<file path="src/rtl/tag_ram_nway_if.sv">
// Request/response bundle for tag_ram_nway: lookup, write and flush inputs,
// registered lookup result and busy outputs.
interface tag_ram_nway_if #(
  parameter int AWIDTH = 3,
  parameter int TWIDTH = 14,
  parameter int WAYS   = 2
);
  localparam int WWIDTH = $clog2(WAYS);

  logic              flush;
  logic              busy;
  logic              lk_req;
  logic [AWIDTH-1:0] lk_index;
  logic [TWIDTH-1:0] lk_tag;
  logic              wr_en;
  logic [AWIDTH-1:0] wr_index;
  logic [WWIDTH-1:0] wr_way;
  logic [TWIDTH-1:0] wr_tag;
  logic              wr_valid;
  logic              resp_valid;
  logic              hit;
  logic [WWIDTH-1:0] hit_way;
  logic              multi_hit;
  logic [WAYS-1:0]   resp_vmask;

  modport master (
    output flush, lk_req, lk_index, lk_tag, wr_en, wr_index, wr_way, wr_tag, wr_valid,
    input  busy, resp_valid, hit, hit_way, multi_hit, resp_vmask
  );

  modport slave (
    input  flush, lk_req, lk_index, lk_tag, wr_en, wr_index, wr_way, wr_tag, wr_valid,
    output busy, resp_valid, hit, hit_way, multi_hit, resp_vmask
  );
endinterface

</file>
<file path="src/rtl/tag_ram_nway.sv">
// N-way set-associative tag store with valid bits, 1-cycle registered lookup and
// self-clearing after reset/flush. Macro TAG_RAM_WR_BYPASS_EN selects write-first forwarding.
module tag_ram_nway #(
  parameter int AWIDTH = 3,
  parameter int TWIDTH = 14,
  parameter int WAYS   = 2
) (
  input logic           clock_i,
  input logic           reset_i,
  tag_ram_nway_if.slave bus
);
  localparam int DEPTH  = 1 << AWIDTH;
  localparam int WWIDTH = $clog2(WAYS);

  typedef enum logic {CLEAR, IDLE} state_e;

  state_e                                  state_q;
  logic [AWIDTH-1:0]                       ptr_q;
  logic [DEPTH-1:0][WAYS-1:0][TWIDTH-1:0]  tag_q;
  logic [DEPTH-1:0][WAYS-1:0]              valid_q;
  logic                                    busy_q;
  logic                                    resp_valid_q;
  logic                                    hit_q;
  logic [WWIDTH-1:0]                       hit_way_q;
  logic                                    multi_q;
  logic [WAYS-1:0]                         vmask_q;

  logic                        lk_acc, wr_acc;
  logic [WAYS-1:0][TWIDTH-1:0] eff_tag;
  logic [WAYS-1:0]             eff_valid;
  logic [WAYS-1:0]             match;
  logic [WWIDTH-1:0]           hit_way_d;
  logic                        multi_d;

  // flush in the same cycle wins over both request types
  assign lk_acc = (state_q == IDLE) && bus.lk_req && !bus.flush;
  assign wr_acc = (state_q == IDLE) && bus.wr_en && !bus.flush && !reset_i;

`ifdef TAG_RAM_WR_BYPASS_EN
  always_comb begin
    eff_tag   = tag_q[bus.lk_index];
    eff_valid = valid_q[bus.lk_index];
    if (wr_acc && (bus.wr_index == bus.lk_index)) begin
      eff_tag[bus.wr_way]   = bus.wr_tag;
      eff_valid[bus.wr_way] = bus.wr_valid;
    end
  end
`else
  assign eff_tag   = tag_q[bus.lk_index];
  assign eff_valid = valid_q[bus.lk_index];
`endif

  for (genvar w = 0; w < WAYS; w++) begin : g_way
    assign match[w] = eff_valid[w] && (eff_tag[w] == bus.lk_tag);
  end

  always_comb begin
    hit_way_d = '0;
    for (int w = WAYS - 1; w >= 0; w--)
      if (match[w]) hit_way_d = WWIDTH'(w);
  end

  // clearing the lowest set bit leaves something only if two or more ways matched
  assign multi_d = |(match & (match - {{(WAYS-1){1'b0}}, 1'b1}));

  always_ff @(posedge clock_i) begin
    if (state_q == CLEAR) begin
      tag_q[ptr_q]   <= '0;
      valid_q[ptr_q] <= '0;
    end else if (wr_acc) begin
      tag_q[bus.wr_index][bus.wr_way]   <= bus.wr_tag;
      valid_q[bus.wr_index][bus.wr_way] <= bus.wr_valid;
    end
  end

  always_ff @(posedge clock_i) begin
    if (reset_i) begin
      state_q      <= CLEAR;
      ptr_q        <= '0;
      busy_q       <= 1'b1;
      resp_valid_q <= 1'b0;
      hit_q        <= 1'b0;
      hit_way_q    <= '0;
      multi_q      <= 1'b0;
      vmask_q      <= '0;
    end else begin
      resp_valid_q <= lk_acc;
      if (lk_acc) begin
        hit_q     <= |match;
        hit_way_q <= hit_way_d;
        multi_q   <= multi_d;
        vmask_q   <= eff_valid;
      end
      case (state_q)
        CLEAR: begin
          ptr_q <= ptr_q + 1'b1;
          if (ptr_q == AWIDTH'(DEPTH - 1)) begin
            state_q <= IDLE;
            busy_q  <= 1'b0;
          end
        end
        IDLE: begin
          if (bus.flush) begin
            state_q <= CLEAR;
            ptr_q   <= '0;
            busy_q  <= 1'b1;
          end
        end
        default: begin
          state_q <= CLEAR;
          ptr_q   <= '0;
          busy_q  <= 1'b1;
        end
      endcase
    end
  end

  assign bus.busy       = busy_q;
  assign bus.resp_valid = resp_valid_q;
  assign bus.hit        = hit_q;
  assign bus.hit_way    = hit_way_q;
  assign bus.multi_hit  = multi_q;
  assign bus.resp_vmask = vmask_q;
endmodule

</file>
<file path="src/flat_wrapper.sv">
// flat-port wrapper written by rule: the top's interface ports become plain ports
module tag_ram_nway_flat 
#(
  parameter int AWIDTH = 3,
  parameter int TWIDTH = 14,
  parameter int WAYS   = 2
)
  (clock_i, reset_i, bus_flush, bus_lk_req, bus_lk_index, bus_lk_tag, bus_wr_en, bus_wr_index, bus_wr_way, bus_wr_tag, bus_wr_valid, bus_busy, bus_resp_valid, bus_hit, bus_hit_way, bus_multi_hit, bus_resp_vmask);
  tag_ram_nway_if #(.AWIDTH(AWIDTH), .TWIDTH(TWIDTH), .WAYS(WAYS)) bus_i ();
  input logic clock_i;
  input logic reset_i;
  input wire logic [$bits(bus_i.flush)-1:0] bus_flush;
  input wire logic [$bits(bus_i.lk_req)-1:0] bus_lk_req;
  input wire logic [$bits(bus_i.lk_index)-1:0] bus_lk_index;
  input wire logic [$bits(bus_i.lk_tag)-1:0] bus_lk_tag;
  input wire logic [$bits(bus_i.wr_en)-1:0] bus_wr_en;
  input wire logic [$bits(bus_i.wr_index)-1:0] bus_wr_index;
  input wire logic [$bits(bus_i.wr_way)-1:0] bus_wr_way;
  input wire logic [$bits(bus_i.wr_tag)-1:0] bus_wr_tag;
  input wire logic [$bits(bus_i.wr_valid)-1:0] bus_wr_valid;
  output wire logic [$bits(bus_i.busy)-1:0] bus_busy;
  output wire logic [$bits(bus_i.resp_valid)-1:0] bus_resp_valid;
  output wire logic [$bits(bus_i.hit)-1:0] bus_hit;
  output wire logic [$bits(bus_i.hit_way)-1:0] bus_hit_way;
  output wire logic [$bits(bus_i.multi_hit)-1:0] bus_multi_hit;
  output wire logic [$bits(bus_i.resp_vmask)-1:0] bus_resp_vmask;
  assign bus_i.flush = bus_flush;
  assign bus_i.lk_req = bus_lk_req;
  assign bus_i.lk_index = bus_lk_index;
  assign bus_i.lk_tag = bus_lk_tag;
  assign bus_i.wr_en = bus_wr_en;
  assign bus_i.wr_index = bus_wr_index;
  assign bus_i.wr_way = bus_wr_way;
  assign bus_i.wr_tag = bus_wr_tag;
  assign bus_i.wr_valid = bus_wr_valid;
  assign bus_busy = bus_i.busy;
  assign bus_resp_valid = bus_i.resp_valid;
  assign bus_hit = bus_i.hit;
  assign bus_hit_way = bus_i.hit_way;
  assign bus_multi_hit = bus_i.multi_hit;
  assign bus_resp_vmask = bus_i.resp_vmask;
  tag_ram_nway #(.AWIDTH(AWIDTH), .TWIDTH(TWIDTH), .WAYS(WAYS)) u_core (.clock_i(clock_i), .reset_i(reset_i), .bus(bus_i));
endmodule
</file>
<file path="config.mk">
export PLATFORM = sky130hd
export DESIGN_NAME = tag_ram_nway_flat
export DESIGN_NICKNAME = d
export VERILOG_FILES = /design/src/rtl/tag_ram_nway_if.sv /design/src/rtl/tag_ram_nway.sv /design/src/flat_wrapper.sv
export SDC_FILE = /design/constraint.sdc
export NUM_CORES = 1
export LEC_CHECK = 0
export ABC_AREA = 1
export BUFFER_PORTS_ARGS = -buffer_cell sky130_fd_sc_hd__buf_2
export CAP_MARGIN = 15
export CORE_MARGIN = 1.5
export CORE_UTILIZATION = 55
export CTS_CLUSTER_SIZE = 30
export DETAILED_ROUTE_END_ITERATION = 12
export GPL_TIMING_DRIVEN = 0
export HOLD_SLACK_MARGIN = 0.08
export PLACE_DENSITY = 0.83
export SLEW_MARGIN = 30
export SYNTH_ARGS = -nofsm -noshare
export SYNTH_HDL_FRONTEND = slang
export SYNTH_SLANG_ARGS = --single-unit
</file>
<file path="constraint.sdc">
create_clock -name clock_i -period 3.3 [get_ports clock_i]
set_clock_uncertainty 0.2 [all_clocks]
set_input_delay 0.66 -clock clock_i [delete_from_list [all_inputs] [get_ports clock_i]]
set_output_delay 0.66 -clock clock_i [all_outputs]
set_load 0.05 [all_outputs]
</file>
==> impl_metrics.toml <==
[cts]
clkSinkCount = 251
postCtsSetupRepairBufs = 0
cts_tree = "done"
path_clk_slew_ns = 0.06
cts_inserted_buffers = 29
root_buffer = "clkbuf_16"
cts.htree.levels = 1
cts.path.max_buffers = 3
clkLatencyLatePin_ns = 0.58

[critical_path]
rrSetupSlack_ns = 0.05
r2r_end = "u_core.tag_q[203]"
max_stage_delay_ns = 0.79
cp_cell_sequence = "inv_1 -> nor2_1 -> a31oi_2 -> clkbuf_2 -> a21oi_2"
startpoint_type = "register"
path_max_fanout = 15
crit_path_end_kind = "register"
reg2reg_depth = 5
critPathKind = "reg2reg"
arrival_ns = 3.24
r2r_start = "u_core.state_q"
crit_slowest_cell = "a21oi_2"
cp_data_required_time_ns = 3.29

[logic_synthesis]
syn_area_per_cell_um2 = 9.05
yosys.area.top_type_share_pct = 51.5
synth-main-ff-cell = "edfxtp_1"
yosysMostFrequentCell = "nand2_1"
synth_area_leaders = "edfxtp_1 51%, o32ai_1 14%, nand2_1 10%"
synthCells = 1547
synth_edf_count = 240
yosysTopAreaCell = "edfxtp_1"
seq_area_frac_synth_pct = 53.1
synth_area_um2 = 14000
synth_warnings = 0
syn_nets = 1590
ys_async_sr_fraction_pct = 0
synth_seq_cells = 251
synth_common_cells = "385 x nand2_1, 263 x inv_1, 240 x edfxtp_1, 231 x o32ai_1, 188 x nand3_1"
synth_cell_type_count = 26

[routing]
vias = 13500
drtIter0Drc = 2760
remaining_drc_errors = 0
routedWlPerCell_um = 28.9
wirelength_mm = 57.2
drt-vias-per-instance = 6.81
drtAntennaViolNets = 0
firstDrtPassIters = 6

[die]
die_h_um = 163
num_rows = 58
core_um2 = 25100
start_util_pct = 55.7
io_pins = 48
dieWidth_um = 163
dieArea_um2 = 26400

[timing]
setup_violations = 0
finalHoldViolations = 0
fmax_mhz = 308
worstMarginPinSlew_ns = 1.10
maxSlewViolCount = 0
rsz0062_at_grt = "true"
fin_ws_ns = 0.0508
fin_crit_sh_pct = 98.5
fin_crit_ns = 3.25
maxSlewHeadroom_pct = 26.6

[hold_path]
min_path_type = "in2reg"
worstHoldPathCells = 3
min_from = "bus_flush"
min_to = "u_core.bus.busy"

[place]
portBuffers = 43
dp_hpwl_mm = 41.1
dp_cells = 1926
place_ws_ns = -0.210
gp_congestion = 1.04

[finish]
num-nets-final = 1671
fin_cells = 1981
syn_to_final_growth_pct = 12.1
drive_above_1_share_pct = 9.21

[global_route]
antenna_found_initial = 0
grt_max_degree = 16
grt_pass1_vias = 12400
grt_pass1_wl_mm = 82.6
overflow = 0
grt_use_total_pct = 43.7

[pwr]
cellLeakagePower_nw = 6.36
p_per_area_nw_per_um2 = 667
ir_worst_vdd_mv = 0.573

[flow_run]
drv_cap = 0

[run_status]
outcome = "finished clean"
==> worst max-delay path: cells and delay by family, from the launching register on <==
family	cells	cell delay [ns]
flip-flops	1	0.37
buffers and inverters	2	0.67
AO/OA/AOI/OAI	2	1.22
AND/OR/NAND/NOR	1	0.37
==> stage by stage <==
step	instance area (µm²)	hold WS, ns	utilization [%]	power (mW)	TNS [ns]
floorplan	14000	0.299	-	6.46	0
global placement	14600	0.245	58.2	7.10	-87.82
detailed placement	14800	0.259	58.8	7.21	-17.49
CTS	15700	0.149	62.4	10.3	0
global route	15700	0.161	62.5	10.8	-0.136
finish	15700	0.142	62.5	10.5	0
==> worst max-delay path by stage <==
stage / from / to / cells past startpoint
4_1_cts: u_core.state_q / u_core.tag_q[191] / 5
2_1_floorplan: bus_wr_index[0] / u_core.tag_q[210] / 6
3_3_place_gp: bus_flush / u_core.tag_q[13] / 5
3_5_place_dp: reset_i / u_core.tag_q[191] / 6
5_1_grt: u_core.state_q / u_core.tag_q[203] / 5
6_report: u_core.state_q / u_core.tag_q[203] / 5
==> registers in the layout, summed over array words and instances, names as in the netlist <==
name,count
u_core.bus.multi_hit,1
u_core.bus.hit,1
u_core.state_q,1
u_core.bus.busy,1
u_core.ptr_q,3
u_core.bus.hit_way,1
u_core.bus.resp_valid,1
u_core.bus.resp_vmask,2
u_core.tag_q,224
u_core.valid_q,16
==> layout make-up <==
cell class | instances | area [µm²]
well taps | 330 | 413
multi-input cells | 898 | 4990
plain buffers | 133 | 653
inverters | 265 | 1000
clock buffers | 43 | 830
clock inverters | 10 | 81.3
fillers | 2206 | 9420
repair buffers | 50 | 290
flip-flops and latches | 251 | 7430
diodes | 1 | 2.50
==> repair_timing <==
action                                  4_1_cts  5_1_grt
endpoints found under the hold margin         0        0
endpoints found under the setup margin       46       47
hold buffers                                  0        0
resized for setup                             1        2
==> routing by layer <==
layer	track usage (%)	routed length [µm]	part of all wire (%)
met1	59.2	20400	36
met2	60.5	22600	40
met3	15.2	9850	17
met4	26.1	4320	7.5
met5	0	0	0
==> cell usage in the layout, fill, tap and decap left out, types with 2 or more instances in the layout <==
cell type  count
a21oi_1        7
a21oi_2       16
a31oi_1        2
buf_1          5
buf_2         63
buf_4          6
buf_6         15
buf_8          2
clkbuf_1      98
clkbuf_16     30
clkbuf_2       3
clkbuf_8       3
clkinv_2       6
dfxtp_1       11
edfxtp_1     240
ha_1           2
inv_1        263
inv_6          3
nand2_1      385
nand3_1      188
nand4_1        6
nor2_1        19
nor3_1        12
o211ai_1      10
o21ai_0        8
o22ai_1        9
o32ai_1      231
==> power breakdown <==
group / switching (mW) / leakage [nW] / internal, mW
registers: 0.247 / 2.91 / 4.58
clock network: 1.37 / 0.451 / 1.81
logic: 1.59 / 2.99 / 0.869
total: 3.20 / 6.36 / 7.27
==> cells by family (layout without fill, tap and decap cells) <==
kind of cell / after synthesis / in the layout / share of synthesized area, %
AO/OA/AOI/OAI: 285 / 285 / 16.7
adder cells (fa/ha/maj): 2 / 2 / 0.179
buffers and inverters: 398 / 501 / 11.8
flip-flops: 251 / 251 / 53.1
other: 0 / 1 / 0
AND/OR/NAND/NOR: 611 / 611 / 18.3
No activity file was read; power rests on OpenSTA's default activity.
